**config.mk**
```make
export PLATFORM = sky130hd
export DESIGN_NAME = msx_slot_select
export DESIGN_NICKNAME = d
export VERILOG_FILES = /design/src/rtl/msx_slot_select.sv
export SDC_FILE = /design/constraint.sdc
export NUM_CORES = 1
export LEC_CHECK = 0
export ABC_AREA = 1
export BUFFER_PORTS_ARGS = -buffer_cell sky130_fd_sc_hd__buf_2
export CORE_MARGIN = 3
export CORE_UTILIZATION = 50
export DETAILED_ROUTE_END_ITERATION = 16
export GPL_TIMING_DRIVEN = 0
export MAX_ROUTING_LAYER = met4
export PLACE_DENSITY_LB_ADDON = 0.08
export SYNTH_ARGS = -nofsm -noshare
export SYNTH_HDL_FRONTEND = slang
export SYNTH_SLANG_ARGS = --single-unit
```
**constraint.sdc**
```tcl
create_clock -name clk -period 6 [get_ports clk]
set_input_delay 1.2 -clock clk [delete_from_list [all_inputs] [get_ports clk]]
set_output_delay 1.2 -clock clk [all_outputs]
set_load 0.05 [all_outputs]
```
**src/rtl/msx_slot_select.sv**
```systemverilog
// MSX primary/secondary slot selector: slot registers, {slot,subslot,page} layout index, wait handshake.
// Latency: layout_id valid in the second clock after the memory-request rise; register read data is combinational.
module msx_slot_select #(
    parameter int          PAGE_BITS    = 2,
    parameter logic [7:0]  PRI_PORT     = 8'hA8,
    parameter logic [15:0] EXP_ADDR     = 16'hFFFF,
    parameter bit          INV_READBACK = 1'b1
) (
    input  logic                   clk,
    input  logic                   reset_n,
    input  logic [15:0]            cpu_addr,
    input  logic [7:0]             cpu_dout,
    input  logic                   cpu_rd,
    input  logic                   cpu_wr,
    input  logic                   cpu_mreq,
    input  logic                   cpu_iorq,
    input  logic                   cpu_m1,
    input  logic [3:0]             exp_en,
    input  logic [3:0]             exp_mask,
    output logic [7:0]             cpu_din,
    output logic                   dout_en,
    output logic                   cpu_wait,
    output logic [PAGE_BITS+3:0]   layout_id,
    output logic                   layout_valid,
    output logic [1:0]             active_slot,
    output logic                   exp_hit
);
    localparam int PAGES = 1 << PAGE_BITS;
    localparam int RW    = 2 * PAGES;
    localparam int NB    = RW / 8;
    localparam int LW    = PAGE_BITS + 4;

    typedef enum logic [1:0] {IDLE, LOOKUP, ACTIVE} state_t;

    state_t           state_q;
    logic [RW-1:0]    pri_q;
    logic [RW-1:0]    sec_q [4];
    logic             mreq_q;
    logic [LW-1:0]    lat_q;
    logic [LW-1:0]    layout_id_q;
    logic             layout_valid_q;

    logic [PAGE_BITS-1:0] page;
    logic [1:0]       cur_slot;
    logic [1:0]       cur_sub;
    logic [1:0]       top_slot;
    logic [3:0]       slot_exp;
    logic             pri_match, sec_match;
    logic [0:0]       pri_idx, sec_idx;
    logic [7:0]       pri_byte, sec_byte;
    logic             pri_acc, hit, start;

    assign page     = cpu_addr[15 -: PAGE_BITS];
    // A masked slot behaves exactly like a non-expanded one.
    assign slot_exp = exp_en & exp_mask;
    assign cur_slot = pri_q[{page, 1'b0} +: 2];
    assign cur_sub  = slot_exp[cur_slot] ? sec_q[cur_slot][{page, 1'b0} +: 2] : 2'b00;
    assign top_slot = pri_q[RW-1 -: 2];

    always_comb begin
        pri_match = 1'b0;
        pri_idx   = '0;
        sec_match = 1'b0;
        sec_idx   = '0;
        pri_byte  = 8'h00;
        sec_byte  = 8'h00;
        for (int k = 0; k < NB; k++) begin
            if (cpu_addr[7:0] == PRI_PORT + 8'(k)) begin
                pri_match = 1'b1;
                pri_idx   = 1'(k);
                pri_byte  = pri_q[8*k +: 8];
            end
            if (cpu_addr == EXP_ADDR - 16'(k)) begin
                sec_match = 1'b1;
                sec_idx   = 1'(k);
                sec_byte  = sec_q[top_slot][8*k +: 8];
            end
        end
    end

    // Primary access takes priority if the bus ever shows both strobes.
    assign pri_acc = cpu_iorq & ~cpu_m1 & pri_match;
    assign hit     = cpu_mreq & sec_match & slot_exp[top_slot] & ~pri_acc;
    assign start   = (state_q == IDLE) & cpu_mreq & ~mreq_q & (cpu_rd | cpu_wr);

    always_comb begin
        cpu_din = 8'hFF;
        dout_en = 1'b0;
        if (reset_n && pri_acc && cpu_rd) begin
            cpu_din = pri_byte;
            dout_en = 1'b1;
        end else if (reset_n && hit && cpu_rd) begin
            cpu_din = INV_READBACK ? ~sec_byte : sec_byte;
            dout_en = 1'b1;
        end
    end

    assign exp_hit      = reset_n & hit;
    assign cpu_wait     = reset_n & (start | (state_q == LOOKUP));
    assign layout_id    = layout_id_q;
    assign layout_valid = layout_valid_q & ~exp_hit;
    assign active_slot  = cur_slot;

    always_ff @(posedge clk) begin
        mreq_q <= cpu_mreq;
    end

    always_ff @(posedge clk) begin
        if (!reset_n) begin
            pri_q <= '0;
            for (int i = 0; i < 4; i++) sec_q[i] <= '0;
        end else if (pri_acc && cpu_wr) begin
            for (int k = 0; k < NB; k++)
                if (pri_idx == 1'(k)) pri_q[8*k +: 8] <= cpu_dout;
        end else if (hit && cpu_wr) begin
            for (int k = 0; k < NB; k++)
                if (sec_idx == 1'(k)) sec_q[top_slot][8*k +: 8] <= cpu_dout;
        end
    end

    // Selection is captured at cycle start, so a subslot write lands on the next access.
    always_ff @(posedge clk) begin
        if (!reset_n) begin
            state_q        <= IDLE;
            lat_q          <= '0;
            layout_id_q    <= '0;
            layout_valid_q <= 1'b0;
        end else begin
            case (state_q)
                IDLE: begin
                    if (start) begin
                        lat_q   <= {cur_slot, cur_sub, page};
                        state_q <= LOOKUP;
                    end
                end
                LOOKUP: begin
                    layout_id_q    <= lat_q;
                    layout_valid_q <= 1'b1;
                    state_q        <= ACTIVE;
                end
                ACTIVE: begin
                    if (!cpu_mreq) begin
                        layout_valid_q <= 1'b0;
                        state_q        <= IDLE;
                    end
                end
                default: state_q <= IDLE;
            endcase
        end
    end
endmodule

```
**Word-level counts from Yosys, hierarchy flattened**

Memory sizes are Yosys's and may differ from the RTL's. A register that Yosys moved wholly into a read port is not among the register bits.
Cells that the tools add are included.

- Bits of input ports: 39
- Word-level logic and storage cells: 76
- Register bits: 24
- Memory bits (writable): 32
- Output and inout port bits: 20
- Memories: 1

- Eq/ne operators: 6
- Multiplexer cells: 28
- Shifts and indexed selects: 2
- Bitwise operators: 19
- Magnitude comparators: 2
- Reductions and logical operators: 12

Memories:

| name | depth | bits a word | read ports | clocked after Yosys merged registers in | wr ports | RTL line | RTL |
|---|---|---|---|---|---|---|---|
| sec_q | 4 | 8 | 2 | 1 | 4 | 37 | `logic [RW-1:0] sec_q [4];` |

Operators by type and width:

| cell | number |
|---|---|
| $mux W8 | 5 |
| $eq A16 B16 Y1 const B | 1 |
| $shiftx A8 B4 Y2 | 2 |
| $mux W1 | 13 |
| $mux W2 | 6 |
| $and A1 B1 Y1 | 11 |
| $eq A8 B8 Y1 const B | 1 |
| $not A8 Y8 | 1 |
| $reduce_or A8 Y1 | 1 |
| $logic_and A1 B1 Y1 | 6 |
| $lt A2 B3 Y1 const B | 2 |
| $pmux W2 S3 | 1 |
| $reduce_and A2 Y1 | 3 |
| $and A4 B4 Y4 | 1 |
| $bmux W1 S2 | 2 |
| $ne A2 B2 Y1 const B | 2 |
| $not A1 Y1 | 4 |
| $eq A2 B1 Y1 const B | 1 |
| $eq A2 B2 Y1 const B | 1 |
| $logic_not A2 Y1 | 1 |
| $or A1 B1 Y1 | 2 |
| $pmux W1 S2 | 1 |
| $reduce_bool A2 Y1 | 1 |

**Depth between registers and ports, before layout**

- Depth in word-level cells: 12
- Mapped depth: 13

**Worst setup path after synthesis**

No wires, ideal clock.

- Kind: input to output
- Start point: input cpu_addr[14]
- End point: output cpu_din[6]
- Arrival: 2,968 ps
- Path slack: 1,832 ps
- Cell stages on the path: 10
- Path through: buf_4 nand2_2 nor2_1 nand2_1 nor3_4 o21ai_2 nor2_2 o21ai_0 clkinv_1 o211ai_1

- Cells in the longest elaborated chain, start to end: 9
- Elaborated cells on any way between the ends: 11
- Those cells by class: eq/ne: 1; mux: 4; bitwise: 4; reduce/logical: 2

RTL lines:

| what | RTL line | RTL |
|---|---|---|
| start, declared | 11 | `input logic [15:0] cpu_addr,` |
| $eq A16 B16 Y1 (*) | 73 | `if (cpu_addr == EXP_ADDR - 16'(k)) begin` |
| $mux W1 | 73 |  |
| $and A1 B1 Y1 (3 in series) | 83 | `assign hit = cpu_mreq & sec_match & slot_exp[top_slot] & ~pri_acc;` |
| $logic_and A1 B1 Y1 (2 in series) | 92 | `end else if (reset_n && hit && cpu_rd) begin` |
| $mux W8 (*) | 92 |  |
| $mux W8 (*) | 89 | `if (reset_n && pri_acc && cpu_rd) begin` |
| end, declared | 20 | `output logic [7:0] cpu_din,` |

Mark *: on every way between the ends. The rest lies on a longest branch, timed or not.

**Final worst setup path**

- Start point: input cpu_addr[15]
- End point: output cpu_din[6]

The elaborated chain is that of the path after synthesis.

==> results_dict.tcl <==
set metrics [dict create \
    reg2reg_slack_ns 3.29 \
    cts_hold_buffers 0 \
    yosys.area.top_type "edfxtp_1" \
    grt_max_degree 11 \
    rows 28 \
    synth_cell_types 31 \
    holdPathStages 2 \
    skew_ns 0.00333 \
    rsz0062_at_grt "no" \
    area_growth_pct 17.2 \
    cts_root_buf "clkbuf_8" \
    syn_area_mm2 0.00309 \
    drc 0 \
    drv_cap 0 \
    ir_drop_v 0.000178 \
    synth_commonest_cells "nand2_1 (70), nor2_1 (56), nand3_1 (55)" \
    fill_cells 554 \
    vias 3131 \
    diodes 0 \
    critical_path.slowest_cell "nor3_4" \
    viasPerCell 5.72 \
    netlist_instances 401 \
    first_pass_iters 5 \
    max_freq_ghz 0.241 \
    period_share_pct 69.1 \
    synthFlopType "edfxtp_1" \
    synth.most_common_cell "nand2_1" \
    async_flop_share_pct 0 \
    slew_headroom_pct 35.2 \
    cts_max_path_buffers 2 \
    end_kind "output pin" \
    ys_warn_count 0 \
    numPortBuffers 55 \
    postRouteAntennaNets 0 \
    synth_edf_count 32 \
    cp_common_cell "buf_2" \
    setup_tns_ns 0 \
    cts.clk_slew.worst_paths_ns 0.06 \
    die-width_um 84.7 \
    final_area_mm2 0.00363 \
    min_path_type "flip-flop to flip-flop" \
    antenna_found_initial 0 \
    whs_ns 0.453 \
    cts_resized 0 \
    postCtsSetupRepairBufs 0 \
    drv_slew 0 \
    start_util_pct 52.0 \
    overflow 0 \
    detail_route.wl_per_cell_um 17.0 \
    worstSetupStartpointType "input port" \
    clock-sinks 58 \
    gp_congestion 0.883 \
    path_cells "buf_2 > nand2_2 > nor2_1 > nand2_1 > nor3_4 > o21ai_2 > nor2_2 > o21ai_0 > clkinv_1 > o211ai_1 > buf_2" \
    syn_avg_cell_area_um2 7.72 \
    crit_arrival_ns 2.94 \
    cts_buffers 9 \
    leakage_nw 1.62 \
    power.density_mw_per_mm2 232 \
    grt_pass1_wl_um 15100 \
    reg2reg_depth 9 \
    crit_required_ns 4.80 \
    slowest_delay_ns 0.35 \
    finalNetCount 506 \
    yosysTopAreaCellShare_pct 31.1 \
    worstMarginPinSlew_ns 0.965 \
    min_period_ns 4.14 \
    hold_violations 0 \
    p_total_mw 0.841 \
    htreeDepth 3 \
    core-area_mm2 0.00596 \
    dp_hpwl_um 6760 \
    status "finished, final reports clean" \
    fp.dieH_um 84.7 \
    path_class "input port to output pin" \
    crit_fanout 9 \
    synth_top_cells_by_area "edfxtp_1 (31%), dfxtp_1 (17%), nand3_1 (8.9%)" \
    synth-seq-cells 58 \
    first_global_vias 2877 \
    grt.total_usage_pct 28.2 \
    die-area_mm2 0.00717 \
    drive_gt1_share_pct 19.3 \
    seq_area_frac_synth_pct 47.9 \
    cts_tree "done" \
    wirelength_um 9270 \
    setup_viol 0 \
    syn_nets 440 \
    num_io_pins 59 \
    clk_latency_ns 0.33 \
    drt_iter0_drc 336 \
    postPlaceCellArea_mm2 0.00346 \
]
[per-stage QoR]
stage / util, % / worst slack, ns / cells
finish: 60.9 / 1.86 / 547
global route: 60.9 / 1.61 / 547
CTS: 60.9 / 1.87 / 547
detailed placement: 58.2 / 1.87 / 531
global placement: 58.2 / 1.85 / 531
floorplan: - / 1.83 / 401
[final cells by class]
type | count | area, µm² | share of cell area, %
clock buffer | 13 | 149 | 4.10
buffer | 17 | 85.1 | 2.35
tap | 75 | 93.8 | 2.59
multi-input combinational | 283 | 1370 | 37.6
clock inverter | 3 | 15.0 | 0.414
inverter | 43 | 163 | 4.48
timing repair buffer | 55 | 275 | 7.59
sequential | 58 | 1480 | 40.8
[placed cells by master, fill, tap and decap left out, drive strengths merged]
| cell type | count |
|---|---|
| a22oi | 7 |
| a31oi | 1 |
| nor3 | 11 |
| nor2 | 58 |
| nand2 | 76 |
| nand4 | 4 |
| clkinv | 7 |
| o21ai | 37 |
| buf | 65 |
| clkbuf | 20 |
| o211ai | 1 |
| a41oi | 1 |
| a21oi | 25 |
| nand3 | 55 |
| o22ai | 4 |
| nand3b | 3 |
| edfxtp | 32 |
| inv | 39 |
| dfxtp | 26 |
[critical path, delay by kind of cell]
family                 cells  cell delay (ns)
AOI/OAI and AO/OA          3             0.39
buffers and inverters      3             0.61
and+or+nand+nor            5             0.76
[per-layer routing]
layer | up-vias | share of wire, % | GRT usage [%]
met5 | - | 0 | -
met4 | 0 | 2.2 | 11.2
met3 | 19 | 8.6 | 4.12
met2 | 171 | 45 | 42.1
met1 | 1452 | 44 | 38.8
li1 | 1489 | - | -
[flip-flops by register name, summed over array words and instances, names as in the netlist, named ones only]
register	flops
lat_q	6
layout_valid_q	1
pri_q	8
layout_id	6
state_q	2
mreq_q	1
sec_q	32
[logic make-up (layout without fill, tap and decap cells)]
group / after synthesis / in the layout / synth area share [%]
compound gates: 76 / 76 / 13.4
simple gates: 207 / 207 / 30.7
flops: 58 / 58 / 47.9
buf+inv: 60 / 131 / 8.01
[where the power goes]
part           internal [mW]  switching [mW]  total, mW
Clock                  0.159           0.152      0.312
Sequential             0.431         0.00574      0.436
Combinational         0.0280          0.0649     0.0929
[worst paths after layout]
kind,startpoint,to
max,cpu_addr[15],cpu_din[6]
min,lat_q[0],layout_id[0]
max reg2reg,pri_q[6],sec_q[2][1]
min reg2reg,lat_q[0],layout_id[0]
(Power assumes the default switching activity.)
